--- src/rtl/uart_pkg.sv ---
// Shared UART definitions: baud FSM encodings, period floor and
// power-on bit configuration used by baud_generate and CtrlCore.
package uart_pkg;

    typedef enum logic [1:0] {
        IDLE       = 2'd0,
        UP_PHASE   = 2'd1,
        DOWN_PHASE = 2'd2
    } baudState_t;

    localparam logic [15:0] MIN_PERIOD_DEF = 16'd2;
    localparam logic [15:0] DEF_PERIOD     = 16'd20;
    localparam logic [3:0]  DEF_UP         = 4'd10;
    localparam logic [3:0]  DEF_DOWN       = 4'd5;

    function automatic logic [15:0] clampPeriod(
        input logic [15:0] p,
        input logic [15:0] minP
    );
        return (p < minP) ? minP : p;
    endfunction

    // First phase of a bit: round-up periods come first when present.
    function automatic baudState_t entryState(
        input logic [3:0] u,
        input logic [3:0] d
    );
        if (u != 4'd0)
            return UP_PHASE;
        else if (d != 4'd0)
            return DOWN_PHASE;
        else
            return IDLE;
    endfunction

endpackage

--- src/rtl/baud_generate_acq_period_counter.sv ---
// Loadable down-counter; tc is high while the count sits at zero,
// so a load of L gives a terminal count every L+1 clocks.
module acq_period_counter #(
    parameter int W = 17
) (
    input  logic         clk,
    input  logic         rst,
    input  logic         clear,
    input  logic         load,
    input  logic [W-1:0] loadVal,
    output logic [W-1:0] count,
    output logic         tc
);

    always_ff @(posedge clk or negedge rst) begin
        if (!rst)
            count <= '0;
        else if (clear)
            count <= '0;
        else if (load)
            count <= loadVal;
        else if (count != '0)
            count <= count - 1'b1;
    end

    assign tc = (count == '0);

endmodule

--- src/rtl/baud_generate.sv ---
// Fractional baud generator: U periods of Ps+1 clocks then D periods
// of Ps clocks per bit, with restart realignment for Rx start edges.
module baud_generate
    import uart_pkg::*;
#(
    parameter logic [15:0] MIN_PERIOD = MIN_PERIOD_DEF
) (
    input  logic        clk,
    input  logic        rst,
    input  logic [15:0] BaudRateGen_i,
    input  logic [7:0]  BitCompensation_i,
    input  logic        p_Enable_i,
    input  logic        p_Restart_i,
    output logic        p_AcqSig_o,
    output logic        p_BaudSig_o,
    output logic [4:0]  AcqIndex_o,
    output logic        p_Busy_o
);

    baudState_t state;
    baudState_t stateNext;

    logic [15:0] perSh;
    logic [3:0]  upSh;
    logic [3:0]  dnSh;
    logic [4:0]  acqIdx;

    logic [15:0] perIn;
    logic [3:0]  upIn;
    logic [3:0]  dnIn;
    logic [15:0] perNext;
    logic [4:0]  upLast;
    logic [4:0]  bitLast;

    logic        capture;
    logic        acqEnd;
    logic        bitEnd;
    logic        live;
    logic        cntClear;
    logic        cntLoad;
    logic [16:0] cntLoadVal;
    logic [16:0] cnt;
    logic        tc;

    assign perIn   = clampPeriod(BaudRateGen_i, MIN_PERIOD);
    assign upIn    = BitCompensation_i[7:4];
    assign dnIn    = BitCompensation_i[3:0];
    assign upLast  = {1'b0, upSh} - 5'd1;
    assign bitLast = {1'b0, upSh} + {1'b0, dnSh} - 5'd1;

    always_ff @(posedge clk or negedge rst) begin
        if (!rst)
            state <= IDLE;
        else
            state <= stateNext;
    end

    always_comb begin
        stateNext = state;
        capture   = 1'b0;
        bitEnd    = 1'b0;
        acqEnd    = (state != IDLE) && tc;
        if (!p_Enable_i) begin
            stateNext = IDLE;
        end else if (p_Restart_i || state == IDLE) begin
            capture   = 1'b1;
            stateNext = entryState(upIn, dnIn);
        end else if (acqEnd) begin
            case (state)
                UP_PHASE: begin
                    if (acqIdx == upLast) begin
                        if (dnSh != 4'd0)
                            stateNext = DOWN_PHASE;
                        else
                            bitEnd = 1'b1;
                    end
                end
                DOWN_PHASE: begin
                    if (acqIdx == bitLast)
                        bitEnd = 1'b1;
                end
                default: ;
            endcase
            if (bitEnd) begin
                capture   = 1'b1;
                stateNext = entryState(upIn, dnIn);
            end
        end
    end

    // Counter load of L yields an L+1 clock period.
    always_comb begin
        cntClear   = (stateNext == IDLE);
        cntLoad    = capture || acqEnd;
        perNext    = capture ? perIn : perSh;
        if (stateNext == UP_PHASE)
            cntLoadVal = {1'b0, perNext};
        else
            cntLoadVal = {1'b0, perNext} - 17'd1;
    end

    always_comb begin
        live        = p_Enable_i && !p_Restart_i && (state != IDLE);
        p_AcqSig_o  = live && tc;
        p_BaudSig_o = live && bitEnd;
        p_Busy_o    = (state != IDLE);
        AcqIndex_o  = acqIdx;
    end

    always_ff @(posedge clk or negedge rst) begin
        if (!rst) begin
            perSh  <= DEF_PERIOD;
            upSh   <= DEF_UP;
            dnSh   <= DEF_DOWN;
            acqIdx <= 5'd0;
        end else begin
            if (capture) begin
                perSh <= perIn;
                upSh  <= upIn;
                dnSh  <= dnIn;
            end
            if (!p_Enable_i || capture)
                acqIdx <= 5'd0;
            else if (acqEnd)
                acqIdx <= acqIdx + 5'd1;
        end
    end

    acq_period_counter #(
        .W(17)
    ) u_cnt (
        .clk     (clk),
        .rst     (rst),
        .clear   (cntClear),
        .load    (cntLoad),
        .loadVal (cntLoadVal),
        .count   (cnt),
        .tc      (tc)
    );

endmodule
--- config.mk ---
export PLATFORM = sky130hd
export DESIGN_NAME = baud_generate
export DESIGN_NICKNAME = d
export VERILOG_FILES = /design/src/rtl/uart_pkg.sv /design/src/rtl/baud_generate_acq_period_counter.sv /design/src/rtl/baud_generate.sv
export SDC_FILE = /design/constraint.sdc
export NUM_CORES = 1
export LEC_CHECK = 0
export ABC_AREA = 1
export BUFFER_PORTS_ARGS = -buffer_cell sky130_fd_sc_hd__buf_2
export CAP_MARGIN = 20
export CORE_MARGIN = 5
export CORE_UTILIZATION = 40
export CTS_BUF_LIST = sky130_fd_sc_hd__clkbuf_16
export DETAILED_ROUTE_END_ITERATION = 7
export RECOVER_POWER = 100
export SLEW_MARGIN = 10
export SYNTH_ARGS = -nofsm -noshare
export SYNTH_HDL_FRONTEND = slang
export SYNTH_HIERARCHICAL = 1
export SYNTH_SLANG_ARGS = --single-unit
--- constraint.sdc ---
create_clock -name clk -period 3.4 [get_ports clk]
set_input_delay 0.51 -clock clk [delete_from_list [all_inputs] [get_ports clk]]
set_output_delay 0.51 -clock clk [all_outputs]
set_load 0.1 [all_outputs]
======== Yosys cells after proc, flatten, opt, wreduce, memory -nomap -nowiden ========
Cells that the tools add are included.
word-level totals
  register bits after elaboration ......... 48
  word-level logic and storage cells ...... 69
operators by class
  reduce and logical (&&, ||, !) cells .... 20
  eq/ne operators ......................... 5
  $add $sub $neg .......................... 6
  order comparisons ....................... 1
  muxes and demuxes ....................... 31
operators by type and width
  kind                                                 number
  two-way mux 17 bit                                   4
  two-way mux 16 bit                                   2
  two-way mux 2 bit                                    9
  logical NOT 17 bit                                   1
  nonzero test 17 bit                                  1
  subtractor 16 x 1 -> 17 bit, second input constant   1
  subtractor 17 x 1 -> 17 bit, second input constant   1
  < comparator 16 x 2 -> 1 bit, second input constant  1
  two-way mux 1 bit                                    13
  nonzero test 4 bit                                   3
  equality test 5 bit                                  2
  two-way mux 5 bit                                    2
  adder 4 x 4 -> 5 bit                                 1
  adder 5 x 1 -> 5 bit, second input constant          1
  logical AND 1 bit                                    5
  subtractor 4 x 1 -> 5 bit, second input constant     1
  subtractor 5 x 1 -> 5 bit, second input constant     1
  equality test 2 x 1 -> 1 bit, second input constant  2
  logical NOT 2 bit                                    2
  nonzero test 2 bit                                   2
  logical OR 1 bit                                     3
  nonzero test 3 bit                                   1
  equality test 2 bit, second input constant           1
  logical NOT 1 bit                                    2
  one-hot mux 1 bit (2 select lines)                   1

======== Depth between registers and ports, before layout ========
Gate-level depths: netlist of run 1.
  word-level depth ........................ 17
  depth in mapped cells ................... 31
  gate-level depth less buffers ........... 30

======== Hierarchy ========
Netlist of run 1, hierarchy kept.
by module, submodules not included
  module              cells each  seq. area each (um^2)  instances  area each (um^2)
  baud_generate       372         783.3                  1          2612.5
  acq_period_counter  181         425.4                  1          1177.4

======== Least setup slack after synthesis of run 1 ========
OpenSTA, ideal clock, no wires.
  path kind ............................... register to output
  start point ............................. register upSh[1]
  end point ............................... output p_BaudSig_o
  arrival time ............................ 3371 ps
  buffers on the path ..................... 0
  slack ................................... -481 ps
  cell stages (with the launch flop) ...... 14
  cell sequence ........................... dfstp_2 > inv_1 > ha_1 > inv_1 > ha_1 > fa_1 > xor2_1 > nand2_1 > nand2_1 > nor2_2 > nand2_2 > nand2_4 > nand3_4 > nor2_1
on the way
  word-level cells in the longest chain between the ends .. 12
RTL lines
  item                                  line                  RTL
  start, declared                       baud_generate.sv:24   logic [3:0] upSh;
  start signal, assigned                baud_generate.sv:119  upSh <= upIn;
  adder 4 x 4 -> 5 bit                  baud_generate.sv:49   assign bitLast = {1'b0, upSh} + {1'b0, dnSh} - 5'd1;
  subtractor 5 x 1 -> 5 bit             baud_generate.sv:49
  equality test 5 bit                   baud_generate.sv:79   if (acqIdx == bitLast)
  two-way mux 1 bit                     baud_generate.sv:79
  one-hot mux 1 bit (2 select lines) *  baud_generate.sv:69   case (state)
  two-way mux 1 bit *                   baud_generate.sv:68   end else if (acqEnd) begin
  two-way mux 1 bit *                   baud_generate.sv:65   end else if (p_Restart_i || state == IDLE) begin
  two-way mux 1 bit *                   baud_generate.sv:63   if (!p_Enable_i) begin
  two-way mux 1 bit *                   baud_generate.sv:68
  two-way mux 1 bit *                   baud_generate.sv:65
  two-way mux 1 bit *                   baud_generate.sv:63
  logical AND 1 bit *                   baud_generate.sv:105  p_BaudSig_o = live && bitEnd;
  end, declared                         baud_generate.sv:15   output logic p_BaudSig_o,
Every way passes the cells marked *; elsewhere a longest branch is shown, timed or not. The select of a mux whose other input is x is not followed.

======== Worst setup path after layout of run 1 ========
  start point ............................. register upSh[1]
  end point ............................... register u_cnt.count[6]
on the way
  word-level cells in the longest chain between the ends .. 17
RTL lines
  item                                  line                                    RTL
  adder 4 x 4 -> 5 bit                  baud_generate.sv:49
  subtractor 5 x 1 -> 5 bit             baud_generate.sv:49
  equality test 5 bit                   baud_generate.sv:79
  two-way mux 1 bit                     baud_generate.sv:79
  one-hot mux 1 bit (2 select lines) *  baud_generate.sv:69
  two-way mux 1 bit *                   baud_generate.sv:68
  two-way mux 1 bit *                   baud_generate.sv:65
  two-way mux 1 bit *                   baud_generate.sv:63
  (+3 left out)                         -
  two-way mux 1 bit *                   baud_generate.sv:63
  two-way mux 16 bit *                  -
  net perNext[0]                        baud_generate.sv:31                     logic [15:0] perNext;
  subtractor 16 x 1 -> 17 bit *         baud_generate.sv:99                     cntLoadVal = {1'b0, perNext} - 17'd1;
  two-way mux 17 bit *                  baud_generate.sv:96                     if (stateNext == UP_PHASE)
  net cntLoadVal[6]                     baud_generate.sv:41                     logic [16:0] cntLoadVal;
  two-way mux 17 bit *                  baud_generate_acq_period_counter.sv:20  else if (load)
  two-way mux 17 bit *                  baud_generate_acq_period_counter.sv:18  else if (clear)
  end signal, assigned                  baud_generate_acq_period_counter.sv:21  count <= loadVal;
  end signal, assigned                  baud_generate_acq_period_counter.sv:23  count <= count - 1'b1;
  end, declared                         baud_generate_acq_period_counter.sv:11  output logic [W-1:0] count,
Mark *: on every way through the listed nets, which the timed path passes. The rest lies on a longest branch. The select of a mux whose other input is x is not followed.
A chain may end at the register's enable or synchronous reset.

==> out/metrics.cfg, run 1 <==
[clock_tree]
cts_root_buffer=clkbuf_16
cts_tree=built
clock_path_buffers=2
clkTransAtPathRegs_ns=0.07
cts_sinks=48
cts_hold_buf=0
clk_latency_ns=0.29
numCtsBuffers=5
h-tree-depth=2

[global_route]
overflow=0
grt_max_degree=29
antenna_found_initial=0
grt_pass1_vias=3759
grt_util_all_layers_pct=18.93
grt_pass1_wl_um=17680

[synth]
syn_area_um2=3790
ys_ff_latch=48
synth_top_area_cell=dfrtp_1
synth_cell_types=36
synth_nets=596
yosysSeqAreaShare_pct=31.89
yosysWarningCount=6
postSynthCellCount=553
synth_top_area_share_pct=27.73
synth_area_leaders=dfrtp_1, nand2_1, nand3_1, inv_1, nor2_1
avgSynthCellArea_um2=6.853

[power]
seqPwrFrac_pct=29.1
p_int_mw=1.517
leakage_nw=2.588
ir_drop_uv=229.1
power.net_switching_mw=1.082
power_frac_clock_pct=18.3
p_comb_share_pct=52.7
sw_frac_of_total_pct=41.64
p_per_area_nw_per_um2=504.8

[placement]
io_buffers=35
dp_hpwl_um=7943
place.gp.congestion=0.9302
post-place-ws_ns=-0.4017

[critical_path]
critPathKind=reg2reg
cp-end-kind=register
path_max_fanout=8
arrival_ns=3.90
critPathLaunchType=register
r2r_start=upSh[1]$_DFFE_PN1N_
r2r_cells=27
critPathLaunch=upSh[1]$_DFFE_PN1N_
regToRegSetupSlack_ns=-0.28
cp_data_required_time_ns=3.62
reg2reg_to=u_cnt/count[6]$_DFFE_PN0P_

[routing]
drt-wirelength-per-cell_um=12.75
drt_iter0_drc=115
ant_nets=0
drc=0
vias_per_cell=4.767
drt_wl_total_um=10210
via_count=3818
dr.pass1.iters=5

[cells_and_area]
drive_gt1_share_pct=34.97
syn_to_final_growth_pct=35.85
multi_input_area_um2=2471
fillers=895
num-nets-final=714
seqCellArea_um2=1209
diodes=0

[sta]
tightest_slew_ns=1.573
hold_ws_ns=0.4013
rsz0062_at_grt=yes
finalClockSkew_ns=0.006650
finalMaxSlewViolations=29
hold_violations=0
setup_slack_ns=-0.2774
post-route-min-period_ns=3.677
fmaxAchievable_ghz=0.2719
setup_viol=18
min_period_over_period_pct=108.2
relSlewSlack_pct=-4.877

[worst_hold_path]
min_path_type=in2async

[die]
initial_core_util_pct=41.02
core_area_um2=9240
rows=35
die-area_um2=11520
io_pins=36
die_h_um=107.3
die_width_um=107.3

[status]
violations=capacitance limit, slew limit, setup timing
status=complete, but fails checks

[run]
drv_cap=1

critical path, cell delays in order (launching register included):
cell	delay [ns]
dfstp_2	0.54
inv_2	0.05
ha_4	0.26
inv_4	0.03
ha_4	0.15
fa_2	0.54
o21ai_2	0.06
nor2_1	0.08
nand2_1	0.06
nor2_2	0.09
nand2_2	0.07
nand2_4	0.08
nand3_4	0.08
nand2_4	0.12
nand2_8	0.09
buf_8	0.17
o21ai_4	0.13
inv_2	0.07
ha_4	0.16
inv_4	0.05
nor2_4	0.04
buf_4	0.13
nand2_4	0.07
nor2_2	0.04
xor2_1	0.15
nand2_1	0.06
a21boi_2	0.15
nor2_1	0.09
power groups by stage:
stage / clock, mW / combinational, mW / sequential [mW]
finish: 0.475 / 1.37 / 0.755
global route: 0.510 / 1.54 / 0.769
CTS: 0.488 / 1.32 / 0.755
detailed placement: 0 / 1.23 / 0.765
global placement: 0 / 1.21 / 0.759
floorplan: 0 / 0.867 / 0.745
layout make-up:
cell class,count,share of cell area [%]
flip-flops and latches,48,23.48
repair buffers,121,16.84
inverters,79,5.905
clock inverters,3,0.2187
multi-input cells,416,48.00
clock buffers,5,2.430
well taps,129,3.135
routing by layer:
layer	routed length, um	vias up	GRT usage (%)
met1	4919	1751	26.32
met3	440	8	2.400
met2	4745	77	31.23
met4	106	0	4.689
li1	-	1982	-
met5	0	-	0
synth_stat cells:
library cell,number
fa_1,1
nand2_2,12
dfrtp_1,42
inv_1,73
nand3_2,2
a21boi_0,1
clkbuf_1,3
o21ai_2,2
nor2_2,12
nand3b_1,1
nor3_1,2
o31ai_1,1
nand2_1,153
nand3_1,56
nor4_1,3
and2_1,1
a21oi_1,10
inv_2,6
o21a_1,1
nand4_2,1
or2_2,6
nor2_4,8
buf_6,2
ha_1,14
nand3_4,1
nor2_1,61
nand2_4,11
xnor2_1,4
o21ai_1,2
o21ai_4,1
a41oi_1,1
dfstp_2,6
xor2_1,9
buf_2,5
o21ai_0,24
nand4_1,15
sequential cells by signal (all words and copies together), names as in the netlist:
signal,count
dnSh,4
AcqIndex_o,5
u_cnt/count,17
state,2
upSh,4
perSh,16
cells in the final DEF (no fill, tap or decap), types with 14 or more instances in the layout:
| master | instances |
|---|---|
| inv_1 | 68 |
| dfrtp_1 | 42 |
| o21ai_0 | 14 |
| nand3_1 | 53 |
| nor2_2 | 18 |
| nand2_2 | 24 |
| nor2_1 | 51 |
| buf_4 | 75 |
| nand4_1 | 15 |
| nand2_4 | 15 |
| nand2_1 | 136 |
| buf_2 | 27 |
how the worst max path moves through the flow:
stage          slack [ns]                           to  cells after the start
2_1_floorplan       -0.20  u_cnt/count[14]$_DFFE_PN0P_                     29
6_report            -0.28   u_cnt/count[6]$_DFFE_PN0P_                     27
3_5_place_dp        -0.40  u_cnt/count[14]$_DFFE_PN0P_                     29
5_1_grt             -0.56  u_cnt/count[14]$_DFFE_PN0P_                     27
3_3_place_gp        -0.33  u_cnt/count[14]$_DFFE_PN0P_                     28
4_1_cts             -0.28  u_cnt/count[14]$_DFFE_PN0P_                     29
stage by stage:
step / utilization [%] / cells / power [mW] / cell area (um2) / TNS, ns
after floorplan: - / 553 / 1.612 / 3885 / -1.255
after detailed placement: 50.43 / 773 / 1.991 / 4659 / -4.430
after CTS: 54.98 / 799 / 2.568 / 5080 / -3.173
final: 55.72 / 801 / 2.599 / 5149 / -3.260
after global routing: 55.72 / 801 / 2.821 / 5149 / -7.363
after global placement: 50.43 / 773 / 1.966 / 4659 / -3.457
what timing repair did:
action,CTS,global route
buffers inserted,17,4
hold endpoints to repair,0,0
cloned,1,0
resized for setup,54,21
setup endpoints to repair,18,18
pin swaps,52,27
cell families after synthesis:
kind of cell,share of synthesized area (%)
and+or+nand+nor,44.11
xor gates and xnor gates,3.004
adders and majority gates,5.150
AOI/OAI and AO/OA,6.471
buffers and inverters,9.376
DFF,31.89
No activity file was read; power rests on OpenSTA's default activity.
==> run 2, diff against run 1 <==
--- a/config.mk
+++ b/config.mk
@@ -8,10 +8,13 @@
 export ABC_AREA = 1
 export BUFFER_PORTS_ARGS = -buffer_cell sky130_fd_sc_hd__buf_2
 export CAP_MARGIN = 20
+export CELL_PAD_IN_SITES_DETAIL_PLACEMENT = 0
+export CELL_PAD_IN_SITES_GLOBAL_PLACEMENT = 1
 export CORE_MARGIN = 5
-export CORE_UTILIZATION = 40
+export CORE_UTILIZATION = 39
 export CTS_BUF_LIST = sky130_fd_sc_hd__clkbuf_16
 export DETAILED_ROUTE_END_ITERATION = 7
+export PLACE_DENSITY_LB_ADDON = 0.1
 export RECOVER_POWER = 100
 export SLEW_MARGIN = 10
 export SYNTH_ARGS = -nofsm -noshare
==> constraint.sdc (replaced) <==
create_clock -name clk -period 2.9 [get_ports clk]
set_input_delay 0.435 -clock clk [delete_from_list [all_inputs] [get_ports clk]]
set_output_delay 0.435 -clock clk [all_outputs]
set_load 0.1 [all_outputs]
==> run 2 against run 1 <==
Effect of this change: the flow finishes with violations (setup timing); non-clock buffer count grew 30; first-iteration DRC count grew 66%; final area grew 7.4%; power grew 29%; register-to-register slack lost 0.52 ns; worst setup slack lost 0.52 ns; sequential power grew 14%; global-route usage grew 1.6 points; fmax shrank 0.47%; die area grew 2.3%.
==> out/metrics.cfg, run 2 (synthesis results as in run 1) <==
[die]
die_width_um=108.6  ; +1.2%
core_area_um2=9639  ; +4.3%
rows=36  ; +2.9%
io_pins=36  ; unchanged
initial_core_util_pct=39.32  ; -1.7 points
die_h_um=108.6  ; +1.2%
die-area_um2=11790  ; +2.3%

[placement]
io_buffers=35  ; unchanged
dp_hpwl_um=8750  ; +10%
place.gp.congestion=0.8388  ; -9.8%

[routing]
ant_nets=0  ; unchanged
dr.pass1.iters=4  ; -1
vias_per_cell=4.734  ; -0.67%
drt_wl_total_um=11280  ; +10%
drt_iter0_drc=191  ; +66%
drt-wirelength-per-cell_um=13.49  ; +5.8%
drc=0  ; unchanged
via_count=3958  ; +3.7%

[cells_and_area]
final_common_cell=nand2_1
fillers=962  ; +7.5%
drive_gt1_share_pct=38.69  ; +3.7 points
syn_to_final_growth_pct=45.92
multi_input_area_um2=2561  ; +3.6%
diodes=0  ; unchanged
largest_reg_flops=17  ; unchanged
seqCellArea_um2=1209  ; unchanged
num-nets-final=745  ; +4.3%
layout_common_cells=nand2_1, buf_4, inv_1
top_register=u_cnt/count

[sta]
tns_ns=-12.92  ; -9.660 ns
rsz0062_at_grt=yes
setup_viol=24  ; +6
relSlewSlack_pct=21.12  ; +26 points
hold_violations=0  ; unchanged
tightest_slew_ns=1.188  ; -0.3849 ns
finalClockSkew_ns=0.007219  ; +0.0005688 ns
finalMaxSlewViolations=0  ; -100%
fmaxAchievable_ghz=0.2707  ; -0.47%
setup_slack_ns=-0.7947  ; -0.5173 ns
min_period_over_period_pct=127.4  ; +19 points
post-route-min-period_ns=3.695  ; +0.01734 ns

[critical_path]
critPathLaunchType=register
r2r_start=upSh[1]$_DFFE_PN1N_
path_delay_family=simple AND/OR/NAND/NOR gates
regToRegSetupSlack_ns=-0.79  ; -0.52 ns
reg2reg_to=u_cnt/count[11]$_DFFE_PN0P_
critPathKind=reg2reg
crit_path_frequent_cell=nand2_1
path_max_fanout=4  ; -4
cp.depth=26  ; -3.7%
critPathLaunch=upSh[1]$_DFFE_PN1N_
cp_data_required_time_ns=3.07  ; -0.55 ns
endpoint=u_cnt/count[11]$_DFFE_PN0P_
cp_slowest_stage_delay_ns=0.54  ; about the same
critPathSlowestCell=dfstp_2
arrival_ns=3.87  ; -0.03 ns
path_buf_inv=5  ; -1
cp-end-kind=register
r2r_cells=26  ; -3.7%

[global_route]
antenna_found_initial=0  ; unchanged
grt_util_all_layers_pct=20.56  ; +1.6 points
grt_pass1_vias=3883  ; +3.3%
grt_pass1_wl_um=18980  ; +7.3%
grt_max_degree=20  ; -31%
overflow=0  ; unchanged

[status]
violations=setup timing
status=complete, but fails checks

[clock_tree]
h-tree-depth=2  ; unchanged
numCtsBuffers=5  ; unchanged
cts_tree=built
clk_latency_ns=0.29  ; about the same
cts_hold_buf=0  ; unchanged
cts_root_buffer=clkbuf_16
clock_path_buffers=2  ; unchanged
clkTransAtPathRegs_ns=0.07  ; about the same
cts_sinks=48  ; unchanged

[power]
leakage_nw=2.783  ; +7.5%
ir_drop_uv=249.3  ; +8.8%
total_power_mw=3.343  ; +29%
p_per_area_nw_per_um2=604.6  ; +20%

[worst_hold_path]
min_path_type=in2async

[run]
drv_cap=0  ; -1

## run 2: worst min-delay path by stage
stage / start / endpoint / slack [ns] / cells past startpoint
3_5_place_dp: rst / AcqIndex_o[4]$_DFFE_PN0P_ / 0.34 / 1
2_1_floorplan: rst / AcqIndex_o[0]$_DFFE_PN0P_ / 0.14 / 0
4_1_cts: rst / AcqIndex_o[4]$_DFFE_PN0P_ / 0.03 / 1
6_report: rst / AcqIndex_o[4]$_DFFE_PN0P_ / 0.17 / 1
3_3_place_gp: rst / AcqIndex_o[4]$_DFFE_PN0P_ / 0.35 / 1
5_1_grt: rst / AcqIndex_o[4]$_DFFE_PN0P_ / 0.25 / 1
## run 2: timing repair
action                     CTS  global route
gates resized for setup     56            38
setup endpoints to repair   29            47
gates cloned                 1             0
pin swaps                   42            28
setup buffers               15             8
## run 2: layer usage
metal / global-route usage (%) / part of all wire, %
met5: 0 / 0
met3: 2.567 / 3.2
met4: 3.246 / 0.36
met2: 33.23 / 47
met1: 29.94 / 50
## run 2: area by class of cell
type | count | share of cell area (%)
Timing Repair Buffer | 151 | 20.52
Tap cell | 133 | 3.009
Inverter | 79 | 5.362
Sequential cell | 48 | 21.86
Multi-Input combinational cell | 417 | 46.31
Clock buffer | 5 | 2.262
Clock inverter | 3 | 0.6787
## run 2: report_power, final
| part | switching [mW] | internal [mW] | total (mW) |
|---|---|---|---|
| Clock | 0.271 | 0.402 | 0.673 |
| Combinational | 1.01 | 0.800 | 1.81 |
| Sequential | 0.0711 | 0.790 | 0.861 |
## run 2: stage by stage
stage | cells | setup WS [ns] | instance area, um2 | hold WS (ns) | util [%]
floorplan | 553 | -0.7005 | 3908 | 0.1394 | -
finish | 836 | -0.7947 | 5530 | 0.1725 | 57.37
global placement | 805 | -0.8648 | 4890 | 0.3456 | 50.73
global route | 836 | -1.031 | 5530 | 0.2492 | 57.37
detailed placement | 805 | -0.9106 | 4890 | 0.3415 | 50.73
CTS | 828 | -0.7877 | 5350 | 0.02868 | 55.50
## run 2: worst register-to-register path, stage by stage (launching register included)
cell     delay, ns
dfstp_2       0.54
inv_2         0.05
ha_4          0.25
inv_2         0.04
ha_4          0.15
fa_2          0.54
o21ai_1       0.08
nor2_1        0.09
nand2_1       0.07
nor2_2        0.09
nand2_2       0.07
nand2_4       0.09
buf_4         0.11
buf_6         0.09
nand3_2       0.06
nand3_2       0.09
o21ai_2       0.07
a21oi_2       0.18
nor2_1        0.07
buf_4         0.17
nor2_4        0.12
nand3_1       0.07
nand2_1       0.06
nand2_1       0.05
or2_2         0.28
nand2_1       0.06
nor2_1        0.03
==> run 3, diff against run 2 <==
--- a/config.mk
+++ b/config.mk
@@ -10,7 +10,7 @@
 export CAP_MARGIN = 20
 export CELL_PAD_IN_SITES_DETAIL_PLACEMENT = 0
 export CELL_PAD_IN_SITES_GLOBAL_PLACEMENT = 1
-export CORE_MARGIN = 5
+export CORE_MARGIN = 2
 export CORE_UTILIZATION = 39
 export CTS_BUF_LIST = sky130_fd_sc_hd__clkbuf_16
 export DETAILED_ROUTE_END_ITERATION = 7
==> run 3 against run 2 <==
Effect of this change: the flow still finishes with violations (setup timing); critical path depth increased by 1; global-route usage increased by 1.1 points; worst setup slack got worse by 0.0029 ns; clock-buffer cell count unchanged; first-iteration DRC count decreased by 27%.
==> out/metrics.cfg, run 3 (synthesis results as in run 1) <==
[status]
status=complete, but fails checks
violations=setup timing

[cells_and_area]
top_register=u_cnt/count
diodes=0  ; unchanged
seqCellArea_um2=1209  ; unchanged
num-nets-final=741  ; -0.54%
final_common_cell=nand2_1
drive_gt1_share_pct=37.97  ; -0.73 points
fillers=911  ; -5.3%
final_cells=827  ; -1.1%
multi_input_area_um2=2531  ; -1.2%
layout_common_cells=nand2_1, buf_4, inv_1
largest_reg_flops=17  ; unchanged
syn_to_final_growth_pct=42.95

[power]
seqPwrFrac_pct=27.2  ; +1.4 points
p_per_area_nw_per_um2=587.1  ; -2.9%
ir_drop_uv=323.2  ; +30%
p_comb_share_pct=55.4  ; +1.3 points
sw_frac_of_total_pct=41.31  ; +0.90 points
leakage_nw=2.738  ; -1.6%
total_power_mw=3.181  ; -4.9%
p_int_mw=1.867  ; -6.3%
power_frac_clock_pct=17.5  ; -2.6 points
power.net_switching_mw=1.314  ; -2.7%

[sta]
fmaxAchievable_ghz=0.2704  ; about the same
hold_violations=0  ; unchanged
hold_ws_ns=0.1666  ; -0.005888 ns
rsz0062_at_grt=yes
finalMaxSlewViolations=0  ; unchanged
finalClockSkew_ns=0.004755  ; -0.002464 ns
relSlewSlack_pct=18.14  ; -3.0 points
min_period_over_period_pct=127.5  ; about the same
post-route-min-period_ns=3.698  ; +0.002894 ns
setup_slack_ns=-0.7976  ; -0.002894 ns
setup_viol=32  ; +33%
tightest_slew_ns=1.228  ; +0.03969 ns

[critical_path]
critPathLaunchType=register
path_max_fanout=2  ; -2
cp-end-kind=register
arrival_ns=3.85  ; -0.02 ns
cp_data_required_time_ns=3.06  ; about the same
critPathKind=reg2reg
r2r_cells=27  ; +3.8%

[routing]
ant_nets=0  ; unchanged
via_count=3876  ; -2.1%
vias_per_cell=4.687  ; -1.0%
drt-wirelength-per-cell_um=13.16  ; -2.5%
drt_wl_total_um=10880  ; -3.5%
drc=0  ; unchanged
drt_iter0_drc=139  ; -27%
dr.pass1.iters=4  ; unchanged

[clock_tree]
cts_sinks=48  ; unchanged
numCtsBuffers=5  ; unchanged
cts_tree=built
clkTransAtPathRegs_ns=0.06  ; about the same
h-tree-depth=2  ; unchanged
cts_hold_buf=0  ; unchanged
clk_latency_ns=0.29  ; about the same
cts_root_buffer=clkbuf_16
clock_path_buffers=2  ; unchanged

[die]
initial_core_util_pct=40.63  ; +1.3 points
io_pins=36  ; unchanged
core_area_um2=9328  ; -3.2%
die_width_um=102.6  ; -5.5%
die-area_um2=10520  ; -11%
die_h_um=102.6  ; -5.5%
rows=35  ; -2.8%

[global_route]
overflow=0  ; unchanged
antenna_found_initial=0  ; unchanged
grt_pass1_vias=3692  ; -4.9%
grt_max_degree=22  ; +10%
grt_pass1_wl_um=17880  ; -5.7%
grt_util_all_layers_pct=21.66  ; +1.1 points

[placement]
place.gp.congestion=0.8478  ; +1.1%
dp_hpwl_um=8523  ; -2.6%
dp.cells=801  ; -0.50%
io_buffers=35  ; unchanged

[run]
drv_cap=0  ; unchanged

[worst_hold_path]
min_path_type=in2async

run 3: cell types whose count changed in the layout (fill, tap and decap cells not counted), moves of 2 or more:
cell / change
or2_4: -2
nor2_2: -2
nand2_4: -2
buf_4: +3
or2_2: +2
xor2_1: +2
nor2_4: +2
buf_6: -7
xor2_2: -2
run 3: final timing paths:
path | start | to | slack (ns)
worst min register to register | upSh[1]$_DFFE_PN1N_ | upSh[1]$_DFFE_PN1N_ | 0.49
worst max-delay path | upSh[1]$_DFFE_PN1N_ | u_cnt/count[15]$_DFFE_PN0P_ | -0.80
worst max register to register | upSh[1]$_DFFE_PN1N_ | u_cnt/count[15]$_DFFE_PN0P_ | -0.80
min in group clk | BitCompensation_i[0] | dnSh[0]$_DFFE_PN1N_ | 0.38
max in group asynchronous | rst | perSh[11]$_DFF_PN0_ | 1.18
worst min-delay path | rst | dnSh[3]$_DFFE_PN0N_ | 0.17
run 3: final cells by class:
class / instances / share of cell area, %
clock buffers: 5 / 2.309
clock inverters: 2 / 0.1386
inverters: 79 / 5.520
multi-input cells: 417 / 46.72
flip-flops and latches: 48 / 22.31
well taps: 129 / 2.979
repair buffers: 147 / 20.02
run 3: metal layers:
metal | global-route usage, % | up-vias | routed length [um]
li1 | - | 2041 | -
met1 | 31.72 | 1781 | 5630
met2 | 35.60 | 49 | 4964
met3 | 2.305 | 5 | 230
met4 | 2.769 | 0 | 55
met5 | 0 | - | 0
run 3: what timing repair did:
item | in CTS | in global routing
pin swaps | 46 | 18
hold endpoints to repair | 0 | 0
setup endpoints to repair | 26 | 47
gates cloned | 1 | 0
resized for setup | 53 | 28
buffers inserted | 10 | 10
run 3: power by group through the flow:
stage | registers (mW) | logic, mW | clock network [mW]
2_1_floorplan | 0.874 | 1.03 | 0
3_3_place_gp | 0.869 | 1.61 | 0
3_5_place_dp | 0.873 | 1.63 | 0
4_1_cts | 0.863 | 1.72 | 0.569
5_1_grt | 0.875 | 1.96 | 0.594
6_report | 0.864 | 1.76 | 0.556
run 3: per-stage QoR:
| stage | area [um2] | util [%] | setup slack, ns | TNS [ns] |
|---|---|---|---|---|
| finish | 5418 | 58.08 | -0.7976 | -12.98 |
| global route | 5418 | 58.08 | -1.040 | -21.05 |
| CTS | 5264 | 56.43 | -0.7749 | -12.20 |
| detailed placement | 4897 | 52.50 | -0.8974 | -13.32 |
| global placement | 4897 | 52.50 | -0.8116 | -11.55 |
| floorplan | 3908 | - | -0.7005 | -9.713 |
run 3: critical path: stages (launching register included):
cell and delay (ns):
dfstp_2 0.54, inv_2 0.05, ha_4 0.25, inv_2 0.03
ha_4 0.15, fa_2 0.53, o21ai_1 0.06, nor2_1 0.11
nand2_1 0.08, nor2_2 0.09, nand2_2 0.07, nand2_4 0.09
buf_4 0.12, nand2_1 0.07, nand2_1 0.09, nand3_2 0.08
o21ai_2 0.08, nand2_1 0.09, nand2_2 0.14, buf_6 0.13
nand3_1 0.07, nand2_1 0.09, nand3_1 0.09, nand2_2 0.08
inv_1 0.04, or2_2 0.28, nand2_1 0.06, nor2_1 0.03
